File: src/rtl/score_keeper_pkg.sv
// Shared types and constants for the score keeper: FSM encoding, BCD limits,
// and the thousands-digit to speed-level mapping.
package score_keeper_pkg;

    typedef enum logic [1:0] {
        StIdle = 2'd0,
        StRun  = 2'd1,
        StOver = 2'd2
    } state_e;

    localparam int unsigned BCD_DIGITS = 4;
    localparam logic [15:0] BCD_MAX    = 16'h9999;

    function automatic logic [2:0] speed_of(input logic [3:0] thousands);
        return (thousands > 4'd7) ? 3'd7 : thousands[2:0];
    endfunction

endpackage

File: src/rtl/score_keeper_if.sv
// Game-side bundle of the score keeper: start/game_over in, score and
// display values out.
interface score_keeper_if;
    import score_keeper_pkg::*;

    logic                      start;
    logic                      game_over;
    logic [BCD_DIGITS*4-1:0]   score_bcd;
    logic [BCD_DIGITS*4-1:0]   hi_bcd;
    logic [BCD_DIGITS*4-1:0]   disp_num;
    logic                      new_record;
    logic                      running;
    logic [2:0]                speed_level;

    modport master (
        output start, game_over,
        input  score_bcd, hi_bcd, disp_num, new_record, running, speed_level
    );

    modport slave (
        input  start, game_over,
        output score_bcd, hi_bcd, disp_num, new_record, running, speed_level
    );

endinterface

File: src/rtl/bcd_digit.sv
// One BCD digit: clear has priority over increment; 9 rolls to 0 and carries.
module bcd_digit (
    input  logic       clk,
    input  logic       rst,
    input  logic       inc,
    input  logic       clr,
    output logic [3:0] value,
    output logic       carry
);

    logic [3:0] value_q, value_d;

    always_comb begin
        value_d = value_q;
        if (clr) begin
            value_d = 4'd0;
        end else if (inc) begin
            value_d = (value_q == 4'd9) ? 4'd0 : value_q + 4'd1;
        end
    end

    always_ff @(posedge clk or posedge rst) begin
        if (rst) begin
            value_q <= 4'd0;
        end else begin
            value_q <= value_d;
        end
    end

    assign value = value_q;
    assign carry = inc & ~clr & (value_q == 4'd9);

endmodule

File: src/rtl/score_keeper.sv
// Per-game BCD score with saturation, high-score tracking, blinking game-over
// display and a speed level derived from the thousands digit.
module score_keeper
    import score_keeper_pkg::*;
#(
    parameter int unsigned TICK_DIV  = 50_000_000,
    parameter int unsigned BLINK_DIV = 25_000_000
) (
    input  logic           clk,
    input  logic           rst,
    score_keeper_if.slave  bus
);

    localparam int unsigned PW = $clog2(TICK_DIV);
    localparam int unsigned BW = $clog2(BLINK_DIV);

    state_e            state_q, state_d;
    logic              start_q, start_rise;
    logic [PW-1:0]     presc_q, presc_d;
    logic [BW-1:0]     blink_q, blink_d;
    logic              blink_sel_q, blink_sel_d;
    logic              score_clr, score_inc;
    logic [15:0]       score;
    logic [15:0]       hi_q, hi_d;
    logic [15:0]       disp_q, disp_d;
    logic              new_rec_q, new_rec_d;
    logic              running_q;
    logic [2:0]        speed_q;
    logic [BCD_DIGITS:0] carry_chain;
    logic              unused_top_carry;

    assign start_rise = bus.start & ~start_q;

    // Saturation gates the ripple at its source so 9999 never wraps.
    assign carry_chain[0] = score_inc & (score != BCD_MAX);

    for (genvar i = 0; i < BCD_DIGITS; i++) begin : g_digit
        bcd_digit u_digit (
            .clk   (clk),
            .rst   (rst),
            .inc   (carry_chain[i]),
            .clr   (score_clr),
            .value (score[4*i +: 4]),
            .carry (carry_chain[i+1])
        );
    end

    assign unused_top_carry = carry_chain[BCD_DIGITS];

    always_comb begin
        state_d     = state_q;
        presc_d     = presc_q;
        blink_d     = blink_q;
        blink_sel_d = blink_sel_q;
        hi_d        = hi_q;
        new_rec_d   = new_rec_q;
        score_clr   = 1'b0;
        score_inc   = 1'b0;
        case (state_q)
            StIdle: begin
                if (start_rise) begin
                    state_d   = StRun;
                    score_clr = 1'b1;
                    presc_d   = '0;
                end
            end
            StRun: begin
                if (bus.game_over) begin
                    state_d     = StOver;
                    blink_d     = '0;
                    blink_sel_d = 1'b0;
                    // Digits never exceed 9, so binary compare equals BCD magnitude.
                    if (score > hi_q) begin
                        hi_d      = score;
                        new_rec_d = 1'b1;
                    end else begin
                        new_rec_d = 1'b0;
                    end
                end else if (start_rise) begin
                    score_clr = 1'b1;
                    presc_d   = '0;
                end else if (presc_q == PW'(TICK_DIV - 1)) begin
                    score_inc = 1'b1;
                    presc_d   = '0;
                end else begin
                    presc_d = presc_q + PW'(1);
                end
            end
            StOver: begin
                if (start_rise) begin
                    state_d   = StRun;
                    score_clr = 1'b1;
                    presc_d   = '0;
                    new_rec_d = 1'b0;
                end else if (blink_q == BW'(BLINK_DIV - 1)) begin
                    blink_d     = '0;
                    blink_sel_d = ~blink_sel_q;
                end else begin
                    blink_d = blink_q + BW'(1);
                end
            end
            default: state_d = StIdle;
        endcase
    end

    always_comb begin
        case (state_q)
            StRun:   disp_d = score;
            StOver:  disp_d = blink_sel_q ? hi_q : score;
            default: disp_d = hi_q;
        endcase
    end

    always_ff @(posedge clk or posedge rst) begin
        if (rst) begin
            state_q     <= StIdle;
            start_q     <= 1'b0;
            presc_q     <= '0;
            blink_q     <= '0;
            blink_sel_q <= 1'b0;
            hi_q        <= '0;
            disp_q      <= '0;
            new_rec_q   <= 1'b0;
            running_q   <= 1'b0;
            speed_q     <= 3'd0;
        end else begin
            state_q     <= state_d;
            start_q     <= bus.start;
            presc_q     <= presc_d;
            blink_q     <= blink_d;
            blink_sel_q <= blink_sel_d;
            hi_q        <= hi_d;
            disp_q      <= disp_d;
            new_rec_q   <= new_rec_d;
            running_q   <= (state_d == StRun);
            speed_q     <= speed_of(score[15:12]);
        end
    end

    assign bus.score_bcd   = score;
    assign bus.hi_bcd      = hi_q;
    assign bus.disp_num    = disp_q;
    assign bus.new_record  = new_rec_q;
    assign bus.running     = running_q;
    assign bus.speed_level = speed_q;

endmodule
File: src/flat_wrapper.sv
// flat-port wrapper written by rule: the top's interface ports become plain ports
module score_keeper_flat import score_keeper_pkg::*;
#(
    parameter int unsigned TICK_DIV  = 50_000_000,
    parameter int unsigned BLINK_DIV = 25_000_000
)
  (clk, rst, bus_start, bus_game_over, bus_score_bcd, bus_hi_bcd, bus_disp_num, bus_new_record, bus_running, bus_speed_level);
  score_keeper_if bus_i ();
  input  logic clk;
  input  logic rst;
  input wire logic [$bits(bus_i.start)-1:0] bus_start;
  input wire logic [$bits(bus_i.game_over)-1:0] bus_game_over;
  output wire logic [$bits(bus_i.score_bcd)-1:0] bus_score_bcd;
  output wire logic [$bits(bus_i.hi_bcd)-1:0] bus_hi_bcd;
  output wire logic [$bits(bus_i.disp_num)-1:0] bus_disp_num;
  output wire logic [$bits(bus_i.new_record)-1:0] bus_new_record;
  output wire logic [$bits(bus_i.running)-1:0] bus_running;
  output wire logic [$bits(bus_i.speed_level)-1:0] bus_speed_level;
  assign bus_i.start = bus_start;
  assign bus_i.game_over = bus_game_over;
  assign bus_score_bcd = bus_i.score_bcd;
  assign bus_hi_bcd = bus_i.hi_bcd;
  assign bus_disp_num = bus_i.disp_num;
  assign bus_new_record = bus_i.new_record;
  assign bus_running = bus_i.running;
  assign bus_speed_level = bus_i.speed_level;
  score_keeper #(.TICK_DIV(TICK_DIV), .BLINK_DIV(BLINK_DIV)) u_core (.clk(clk), .rst(rst), .bus(bus_i));
endmodule
File: config.mk
export PLATFORM = sky130hd
export DESIGN_NAME = score_keeper_flat
export DESIGN_NICKNAME = d
export VERILOG_FILES = /design/src/rtl/score_keeper_pkg.sv /design/src/rtl/score_keeper_if.sv /design/src/rtl/bcd_digit.sv /design/src/rtl/score_keeper.sv /design/src/flat_wrapper.sv
export SDC_FILE = /design/constraint.sdc
export NUM_CORES = 1
export LEC_CHECK = 0
export CORE_MARGIN = 2
export CORE_UTILIZATION = 57
export CTS_CLUSTER_SIZE = 28
export DETAILED_ROUTE_END_ITERATION = 10
export GPL_TIMING_DRIVEN = 0
export PLACE_DENSITY = 0.88
export SLEW_MARGIN = 20
export SYNTH_ARGS = -nofsm -noshare
export SYNTH_HDL_FRONTEND = slang
export SYNTH_HIERARCHICAL = 1
export SYNTH_SLANG_ARGS = --single-unit
File: constraint.sdc
create_clock -name clk -period 13.03 [get_ports clk]
set_clock_uncertainty 0.15 [all_clocks]
set_input_delay 1.303 -clock clk [delete_from_list [all_inputs] [get_ports clk]]
set_output_delay 1.303 -clock clk [all_outputs]
set_load 0.02 [all_outputs]
==> Word-level counts from Yosys, hierarchy flattened <==
Cells that the tools add are included.
{ "word_totals": {"out_inout_bits": 53, "regBits": 108} }
{ "op_classes": {"add_sub_neg": 6, "reduce_logical": 13, "bitwise": 11, "eq_ne": 16, "n_mux": 42, "magnitude_cmp": 2} }
{ "op_table": {"columns": ["op", "count"], "rows": [
  ["26-bit two-way mux", 4],
  ["25-bit two-way mux", 3],
  ["26-bit one-hot mux with 2 select lines", 1],
  ["25-bit one-hot mux with 2 select lines", 1],
  ["4-bit two-way mux", 12],
  ["16-bit one-hot mux with 2 select lines", 1],
  ["26-bit by 1-bit adder with 26-bit output (second input constant)", 1],
  ["26-bit equality test (second input constant)", 1],
  ["25-bit by 1-bit adder with 25-bit output (second input constant)", 1],
  ["25-bit equality test (second input constant)", 1],
  ["4-bit by 1-bit adder with 4-bit output (second input constant)", 4],
  ["4-bit equality test (second input constant)", 4],
  ["16-bit > comparator", 1],
  ["16-bit two-way mux", 1],
  ["16-bit inequality test (second input constant)", 1],
  ["1-bit two-way mux", 12],
  ["3-bit AND reduction", 4],
  ["2-bit nonzero test", 6],
  ["1-bit bitwise AND", 8],
  ["2-bit by 1-bit inequality test with 1-bit output (second input constant)", 3],
  ["2-bit inequality test (second input constant)", 3],
  ["1-bit one-hot mux with 2 select lines", 3],
  ["2-bit by 1-bit equality test with 1-bit output (second input constant)", 2],
  ["4-bit by 3-bit > comparator with 1-bit output (second input constant)", 1],
  ["8 further kinds", 11]
]} }

==> Depth between registers and ports, before layout <==
Gate-level depths: netlist of the first run.
{ "depth": {"word_depth": 14, "mapped_depth": 11, "mapped_depth_nobuf": 10} }

==> Hierarchy <==
Netlist of the first run, hierarchy kept.
{ "modules_own_cells": {"columns": ["module", "cells_per_inst", "seq_area_each_um2", "area_each_um2", "instances"], "rows": [
  ["score_keeper", 484, 2302.2, 4838.4, 1],
  ["bcd_digit", 26, 100.1, 250.2, 4]
]} }

==> Worst setup path before layout of the first run <==
Ideal clock, no wire load.
{ "synth_timing": {"path_kind": "input-to-reg", "from": "input port bus_game_over", "to": "register u_core.g_digit[3].u_digit.value_q[3]", "t_arrival_ns": 4.308, "path_slack_ns": 8.362, "n_path_buf": 0, "setup_ns": 0.210, "path_stages": 8, "path_cell_list": "nand2b_1 -> a211oi_1 -> nor3b_1 -> nor3b_1 -> nor3b_1 -> and4b_1 -> o21ai_0 -> a21oi_1"} }
{ "synth_via": {"elab_chain_len": 10, "word_cells_on_any_way": 14, "cone_classes": "mux (5); bitwise (8); reduce/logical (1)"} }
{ "synth_lines": {"columns": ["item", "line_no", "text"], "rows": [
  ["start: declaration", "flat_wrapper.sv:12", "input wire logic [$bits(bus_i.game_over)-1:0] bus_game_over;"],
  ["1-bit two-way mux", "score_keeper.sv:68", "if (bus.game_over) begin"],
  ["1-bit one-hot mux with 2 select lines", "score_keeper.sv:59", "case (state_q)"],
  ["named net u_core.score_clr", "score_keeper.sv:22", "logic score_clr, score_inc;"],
  ["1-bit NOT", "bcd_digit.sv:31", "assign carry = inc & ~clr & (value_q == 4'd9);"],
  ["1-bit bitwise AND (2 in a row)", "bcd_digit.sv:31", null],
  ["named net u_core.carry_chain[1]", "score_keeper.sv:29", "logic [BCD_DIGITS:0] carry_chain;"],
  ["1-bit bitwise AND (2 in a row)", "bcd_digit.sv:31", null],
  ["named net u_core.carry_chain[2]", "score_keeper.sv:29", null],
  ["1-bit bitwise AND (2 in a row)", "bcd_digit.sv:31", null],
  ["named net u_core.carry_chain[3]", "score_keeper.sv:29", null],
  ["2-bit nonzero test (no line)", null, null],
  ["end signal: assignment", "bcd_digit.sv:26", "value_q <= value_d;"],
  ["end: declaration", "bcd_digit.sv:11", "logic [3:0] value_q, value_d;"]
]} }
The timed path passes the listed nets, and every way through them passes these cells.
A chain may end at the register's enable or synchronous reset.

==> Worst setup path in the final report of the first run <==
{ "layout_timing": {"from": "input port bus_game_over", "to": "register u_core.g_digit[3].u_digit.value_q[2]"} }
{ "layout_via": {"elab_chain_len": 10, "word_cells_on_any_way": 14, "cone_classes": "mux (5); bitwise (8); reduce/logical (1)"} }
{ "layout_lines": {"columns": ["item", "line_no", "text"], "rows": [
  ["1-bit two-way mux", "score_keeper.sv:68", null],
  ["1-bit two-way mux", "score_keeper.sv:59", null],
  ["1-bit bitwise AND", "score_keeper.sv:35", "assign carry_chain[0] = score_inc & (score != BCD_MAX);"],
  ["named net u_core.carry_chain[0]", "score_keeper.sv:29", null],
  ["1-bit bitwise AND (2 in a row)", "bcd_digit.sv:31", null],
  ["named net u_core.carry_chain[1]", "score_keeper.sv:29", null],
  ["1-bit bitwise AND (2 in a row)", "bcd_digit.sv:31", null],
  ["named net u_core.carry_chain[2]", "score_keeper.sv:29", null],
  ["1-bit bitwise AND (2 in a row)", "bcd_digit.sv:31", null],
  ["named net u_core.carry_chain[3]", "score_keeper.sv:29", null],
  ["2-bit nonzero test (no line)", null, null]
]} }
The timed path passes the listed nets, and every way through them passes these cells.

==> results of run 1 <==
-- state kept, by name (all words and copies together), names as in the netlist, 2 cells and up --
signal                        flops
u_core/blink_q                   25
u_core/bus.disp_num              16
u_core/bus.hi_bcd                16
u_core/bus.speed_level            3
u_core/g_digit.u_digit/value     16
u_core/presc_q                   26
u_core/state_q                    2
-- metrics by stage --
| step | std cells | hold WS [ns] | cell area (sq um) |
|---|---|---|---|
| floorplan | 587 | 0.314 | 5830 |
| global placement | 776 | 0.340 | 6560 |
| detailed placement | 778 | 0.375 | 6610 |
| CTS | 793 | 0.389 | 6830 |
| global route | 793 | 0.413 | 6840 |
| finish | 793 | 0.384 | 6840 |
-- area by class of cell --
cell class | count | area share
Inverter | 34 | 0.0190
Buffer | 14 | 0.00896
Tap cell | 133 | 0.0243
Timing Repair Buffer | 58 | 0.0876
Multi-Input combinational cell | 431 | 0.433
Clock buffer | 10 | 0.0201
Sequential cell | 108 | 0.395
Clock inverter | 5 | 0.0121
-- power breakdown --
| part | leakage, nW | internal, mW | switching, mW | total [mW] |
|---|---|---|---|---|
| Sequential | 1.50 | 0.345 | 0.0118 | 0.357 |
| Combinational | 1.30 | 0.0459 | 0.127 | 0.172 |
| Clock | 0.113 | 0.114 | 0.114 | 0.228 |
-- critical path, stage by stage --
cell and delay, ns:
clkdlybuf4s50_1 0.49, nand2b_1 0.30, nor4_2 0.72, nor3b_1 0.65, nor3b_1 0.69, nor3b_1 0.61
nand2_1 0.13, or3b_1 0.40, a21oi_2 0.12
-- path summary, 6_finish.rpt --
path                              startpoint                                  to  cells past startpoint
max                            bus_game_over  u_core/g_digit[3].u_digit/value[2]                      9
min                        u_core/presc_q[6]                   u_core/presc_q[6]                      1
max reg2reg                u_core/presc_q[7]  u_core/g_digit[3].u_digit/value[2]                     10
min reg2reg                u_core/presc_q[6]                   u_core/presc_q[6]                      1
max in group asynchronous                rst                  u_core/presc_q[10]                      3
min in group asynchronous                rst  u_core/g_digit[2].u_digit/value[0]                      2
-- layer usage --
layer | global-route usage | share of wire | up-vias
li1 | - | - | 2238
met1 | 0.330 | 0.42 | 2417
met2 | 0.423 | 0.50 | 177
met3 | 0.0480 | 0.056 | 44
met4 | 0.104 | 0.029 | 0
met5 | 0 | 0 | -
-- cell usage in the layout, fill, tap and decap left out, types with 4 or more instances in the layout --
cell,count
and4b_1,4
nand2_1,39
inv_1,33
clkbuf_8,10
nor2b_1,6
a22o_1,18
or3b_1,4
o21ai_0,22
and3_1,5
a21boi_0,5
xnor2_1,13
buf_2,4
nand4_1,30
a21oi_2,4
nor3_1,13
nor2_1,53
a21oi_1,32
dfrtp_1,108
o21a_1,6
nand3_1,22
nand3b_2,4
xor2_1,22
clkdlybuf4s50_1,56
clkbuf_1,9
nand2b_1,12
mux2_2,17
ha_1,30
or3_1,7
nor4_1,8
or2_2,6
nand3b_1,9
==> flow_metrics.tcl, run 1 <==
set metrics [dict create \
    cts_root_buf "clkbuf_8" \
    clkSlewWorstSetupHoldPaths_ns 0.10 \
    syn_nets 621 \
    ios 57 \
    dp_hpwl_mm 9.47 \
    status "finished, final reports clean" \
    port_buffers 56 \
    gp_congestion 0.870 \
    peakVddDrop_uv 64.6 \
    drt_iter0_drc 241 \
    ant_nets 0 \
    post_cts_resized 0 \
    area_growth_pct 17.3 \
    htreeDepth 3 \
    holdBufCountCts 0 \
    syn_area_per_cell_sq_um 9.93 \
    drive_gt1_frac 0.0924 \
    postCtsSetupRepairBufs 0 \
    worstPathArrival_ns 5.42 \
    synth_cells 587 \
    fmax_ghz 0.190 \
    clk_latency_ns 0.37 \
    post-route-drc-count 0 \
    path_class "in -> reg" \
    fillers 710 \
    cp-start-kind "input port" \
    final-seq-area_sq_um 2700 \
    overflow 0 \
    drv_cap 0 \
    total_power_uw 757 \
    clock_path_buffers 2 \
    ys.warnings.count 6 \
    diodes 0 \
    fin_util 0.693 \
    via_per_inst 6.15 \
    grt_pass1_vias 4859 \
    cp.required_ns 13.19 \
    cts_tree "built" \
    timing.slew.headroom 0.342 \
    crit_fanout 8 \
    fp.dieW_um 105 \
    fin_ws_ns 7.77 \
    numCtsBuffers 9 \
    grt_usage 0.255 \
    cts_num_sinks 108 \
    slew_violations 0 \
    nNetsFinal 690 \
    fp.dieH_um 105 \
    wl_mm 13.6 \
    cellPowerDensity_nw_per_um2 111 \
    multi_input_area_sq_um 2960 \
    rsz0062_at_grt "no" \
    routedWlPerCell_um 17.2 \
    grt_max_degree 48 \
    synth_area_sq_um 5830 \
    start_util 0.591 \
    hold_class "reg -> reg" \
    finalSetupTns_ns 0 \
    first_pass_iters 5 \
    total_leakage_power_nw 2.91 \
    setup_viol 0 \
    vias 4876 \
    num_rows 36 \
    post-route-period-util 0.403 \
    hold_viol_final 0 \
    max_slew.worst_pin.slew_ns 0.978 \
    grt_pass1_wl_mm 22.9 \
    post-place-ws_ns 7.16 \
    antenna_found_initial 0 \
    endpoint_kind "flop" \
    core-area_sq_um 9860 \
    die_area_sq_um 11100 \
    period_needed_ns 5.26 \
    r2r_slack_ns 7.89 \
]
No activity file was read; power rests on OpenSTA's default activity.
==> inputs of run 2 (changes only) <==
CORE_UTILIZATION = 52   (was 57)
PLACE_DENSITY = 0.85   (was 0.88)
clock period = 4.4 ns   (was 13.03 ns; I/O delays follow)
==> run 2 against run 1 <==
Against the previous run: via count down 2.4%; global-route usage fell by 1.8 points; critical path depth increased by 1; critical path type is now reg -> reg.
==> flow_metrics.tcl, run 2 (same netlist as run 1, synthesis figures left out) <==
set metrics [dict create \
    status "finished, final reports clean" \
    cts_root_buf "clkbuf_8" \
    post-route-drc-count 0 \
    gp_congestion 0.841 \
    first_pass_iters 5 \
    antenna_found_initial 0 \
    routedWlPerCell_um 16.8 \
    cellPowerDensity_nw_per_um2 324 \
    start_util 0.536 \
    vias 4759 \
    met3_usage 0.0403 \
    via_per_inst 5.95 \
    timing.slew.headroom 0.339 \
    post-route-period-util 0.923 \
    cts_tree "built" \
    drt_iter0_drc 248 \
    layout.cells.most_common "dfrtp_1" \
    fmax_ghz 0.246 \
    holdBufCountCts 0 \
    critical_path.slowest_cell "or4b_2" \
    reg.largest.list "u_core/presc_q: 26 flops, u_core/blink_q: 25 flops" \
    cts_num_sinks 108 \
    worstPathArrival_ns 4.23 \
    rsz0062_at_grt "no" \
    fp.dieH_um 110 \
    core-area_sq_um 10900 \
    overflow 0 \
    path_cells "or4b_2 > nor3_1 > nand4_1 > nor4_4 > nor3b_4 > nor3b_4 > nor3b_2 > nand2_1 > or3b_1 > a21oi_2" \
    grt_usage 0.238 \
    clock_path_buffers 2 \
    cp_slowest_stage_delay_ns 0.68 \
    hold_viol_final 0 \
    total_power_mw 2.23 \
    multi_input_area_sq_um 3000 \
    nNetsFinal 690 \
    fillers 847 \
    ant_nets 0 \
    cp-start-kind "flop" \
    final_cell_mix "dfrtp_1, clkdlybuf4s50_1, nor2_1, nand2_1, inv_1" \
    diodes 0 \
    cpMostUsedCell "nor3b_4" \
    numCtsBuffers 9 \
    htreeDepth 3 \
    cp.required_ns 4.57 \
    area_growth_pct 17.8 \
    ios 57 \
    max_slew.worst_pin.slew_ns 0.982 \
    grt_pass1_wl_mm 22.5 \
    slew_violations 0 \
    path_class "reg -> reg" \
    hold_class "in -> async" \
    drive_gt1_frac 0.0955 \
    wl_mm 13.5 \
    clkSlewWorstSetupHoldPaths_ns 0.10 \
    final-seq-area_sq_um 2700 \
    regMostFlops "u_core/presc_q" \
    grt_use_met2 0.404 \
    largest_register_ffs 26 \
    crit_fanout 8 \
    busiest_layer "met2" \
    postCtsSetupRepairBufs 0 \
    num_rows 38 \
    dp_hpwl_mm 9.52 \
    clk_latency_ns 0.38 \
    period_needed_ns 4.06 \
    drv_cap 0 \
    setup_viol 0 \
    total_leakage_power_nw 2.91 \
    port_buffers 56 \
    endpoint_kind "flop" \
    die_area_sq_um 12100 \
    grt_max_degree 57 \
    fp.dieW_um 110 \
    grt_pass1_vias 4807 \
    peakVddDrop_uv 172 \
    use_met1 0.297 \
    finalSetupTns_ns 0 \
]
-- run 2: what timing repair did --
| item | in CTS | in global routing |
|---|---|---|
| pin swaps | 0 | 1 |
| endpoints found under the setup margin | 8 | 2 |
| gates cloned | 0 | 0 |
| hold endpoints to repair | 0 | 0 |
| gates resized for setup | 5 | 2 |
-- run 2: worst max-delay path: cells and delay by family, from the launching register on --
family	cells	cell delay, ns
simple gates	9	3.30
flops	1	0.42
compound gates	1	0.13
-- run 2: routing by layer --
| metal | wire length [um] | vias to the layer above |
|---|---|---|
| met2 | 6890 | 132 |
| li1 | - | 2228 |
| met3 | 620 | 23 |
| met5 | 0 | - |
| met1 | 5660 | 2376 |
| met4 | 289 | 0 |
-- run 2: cell type report --
cell class	instances	share of cell area
inverter	34	0.0189
sequential	108	0.393
clock inverter	4	0.0107
tap	140	0.0255
multi-input combinational	431	0.436
buffer	14	0.00892
timing repair buffer	58	0.0861
clock buffer	11	0.0206
-- run 2: power by group --
group | switching [mW] | internal, mW | leakage [nW] | total, mW
clock | 0.328 | 0.334 | 0.109 | 0.661
sequential | 0.0339 | 1.02 | 1.50 | 1.06
combinational | 0.376 | 0.135 | 1.30 | 0.511
total | 0.737 | 1.49 | 2.91 | 2.23
-- run 2: worst paths after layout --
| path | from | to | slack, ns | depth (start not counted) |
|---|---|---|---|---|
| max in group asynchronous | rst | u_core/presc_q[10] | 2.88 | 3 |
| setup reg to reg | u_core/presc_q[7] | u_core/g_digit[3].u_digit/value[2] | 0.34 | 10 |
| hold reg to reg | u_core/bus.new_record | u_core/bus.new_record | 0.38 | 1 |
| min in group clk | u_core/bus.new_record | u_core/bus.new_record | 0.38 | 1 |
| setup / recovery | u_core/presc_q[7] | u_core/g_digit[3].u_digit/value[2] | 0.34 | 10 |
| hold / removal | rst | u_core/g_digit[3].u_digit/value[1] | 0.31 | 2 |
-- run 2: per-stage QoR --
step	std cells	util	area (sq um)	hold slack [ns]	setup WS, ns
2_1_floorplan	587	-	5830	0.0561	0.160
3_3_place_gp	783	0.603	6570	0.341	-0.988
3_5_place_dp	785	0.607	6610	0.359	-1.03
4_1_cts	800	0.630	6860	0.312	0.0929
5_1_grt	800	0.631	6870	0.352	0.0489
6_report	800	0.631	6870	0.309	0.340
==> inputs of run 3 (changes only) <==
CORE_ASPECT_RATIO = 1.25   (was not set)
==> run 3 against run 2 <==
Against the previous run: combinational power is 2% higher; worst setup slack worse by 0.12 ns; first-iteration DRC count is 84% higher; hold slack better by 0.062 ns; global-route usage is 0.29 points higher; critical endpoint unchanged; largest cell class unchanged.
==> flow_metrics.tcl, run 3 (same netlist as run 1, synthesis figures left out) <==
set metrics [dict create \
    final_cell_mix "dfrtp_1, clkdlybuf4s50_1, nor2_1, nand2_1, inv_1" \
    cp-start-kind "flop" \
    max_slew.worst_pin.slew_ns 1.01 \
    vias 4881 \
    setup_viol 0 \
    start_util 0.529 \
    postCtsSetupRepairBufs 0 \
    first_pass_iters 6 \
    rsz0062_at_grt "no" \
    largest_register_ffs 26 \
    die_area_sq_um 12100 \
    clkSlewWorstSetupHoldPaths_ns 0.08 \
    startpoint "u_core/presc_q[7]" \
    ant_nets 0 \
    endpoint_kind "flop" \
    gp_congestion 0.854 \
    drive_gt1_frac 0.0983 \
    grt_usage 0.240 \
    grt_pass1_wl_mm 23.3 \
    slew_violations 0 \
    fin_ws_ns 0.224 \
    regMostFlops "u_core/presc_q" \
    ios 57 \
    port_buffers 56 \
    post-route-drc-count 0 \
    post-route-period-util 0.949 \
    holdBufCountCts 0 \
    fin_util 0.630 \
    endpoint "u_core/g_digit[3].u_digit/value[2]" \
    cts_num_sinks 108 \
    status "finished, final reports clean" \
    timing.slew.headroom 0.322 \
    cts_tree "built" \
    cp.required_ns 4.54 \
    antenna_found_initial 0 \
    hold_class "reg -> reg" \
    fmax_ghz 0.239 \
    via_per_inst 6.13 \
    cts_root_buf "clkbuf_16" \
    num_rows 43 \
    cellPowerDensity_nw_per_um2 343 \
    reg.largest.list "u_core/presc_q: 26 flops, u_core/blink_q: 25 flops" \
    period_needed_ns 4.18 \
    htreeDepth 3 \
    path_class "reg -> reg" \
    grt_pass1_vias 4949 \
    area_growth_pct 19.1 \
    fp.dieW_um 98.7 \
    numCtsBuffers 9 \
    routedWlPerCell_um 18.1 \
    r2r-end "u_core/g_digit[3].u_digit/value[2]" \
    finalSetupTns_ns 0 \
    total_leakage_power_nw 2.95 \
    drt_iter0_drc 456 \
    core-area_sq_um 11000 \
    r2r-start "u_core/presc_q[7]" \
    drv_cap 0 \
    post-place-ws_ns -0.949 \
    hold_viol_final 0 \
    nNetsFinal 690 \
    wl_mm 14.4 \
    crit_fanout 8 \
    worstPathArrival_ns 4.32 \
    diodes 0 \
    grt_max_degree 50 \
    layout.cells.most_common "dfrtp_1" \
    overflow 0 \
    reg2reg_depth 10 \
    r2r_slack_ns 0.22 \
    fp.dieH_um 122 \
    peakVddDrop_uv 211 \
    clock_path_buffers 2 \
    clk_latency_ns 0.36 \
    dp_hpwl_mm 9.84 \
]
[run 3: routing by layer]
layer  vias up  wire length [um]  track usage
li1       2240                 -            -
met1      2425              5590        0.274
met2       179              7640        0.437
met3        37               718       0.0376
met4         0               486        0.120
met5         -                 0            0
[run 3: worst min-delay path by stage]
| stage | from | endpoint | slack, ns | depth (start not counted) |
|---|---|---|---|---|
| floorplan | rst | u_core/g_digit[0].u_digit/value[0] | 0.06 | 1 |
| global placement | u_core/blink_q[1] | u_core/blink_q[1] | 0.34 | 2 |
| detailed placement | u_core/bus.new_record | u_core/bus.new_record | 0.34 | 1 |
| CTS | rst | u_core/g_digit[3].u_digit/value[0] | 0.36 | 2 |
| global route | rst | u_core/g_digit[3].u_digit/value[2] | 0.40 | 2 |
| finish | u_core/bus.new_record | u_core/bus.new_record | 0.37 | 1 |
[run 3: power by group]
part	total [mW]	switching, mW	internal, mW
clock	0.803	0.403	0.400
sequential	1.06	0.0342	1.02
combinational	0.523	0.388	0.136
total	2.38	0.825	1.56
[run 3: critical path, cell delays in order, from the launching register on]
cell     delay, ns
dfrtp_1       0.42
or4b_2        0.68
nor3_1        0.19
nand4_1       0.34
nor4_4        0.46
nor3b_4       0.42
nor3b_4       0.41
nor3b_2       0.42
nand2_1       0.12
or3b_1        0.38
a21oi_2       0.12
[run 3: area by class of cell]
type / instances / area (sq um)
clock buffer: 9 / 225
tap: 135 / 169
fill: 822 / 4080
sequential: 108 / 2700
multi-input combinational: 431 / 3000
buffer: 14 / 61.3
timing repair buffer: 58 / 599
inverter: 34 / 130
clock inverter: 7 / 65.1
[run 3: per-stage QoR]
stage | total power, mW | hold WS [ns] | instance area [sq um] | cells
after global placement | 1.54 | 0.343 | 6560 | 778
final | 2.38 | 0.371 | 6950 | 796
after global routing | 2.47 | 0.397 | 6950 | 796
after detailed placement | 1.58 | 0.342 | 6620 | 780
after CTS | 2.38 | 0.363 | 6940 | 796
after floorplan | 1.42 | 0.0561 | 5830 | 587
[run 3: repair_timing]
item | 4_1_cts | 5_1_grt
gates resized for setup | 5 | 2
pin swaps | 0 | 1
setup endpoints to repair | 8 | 2
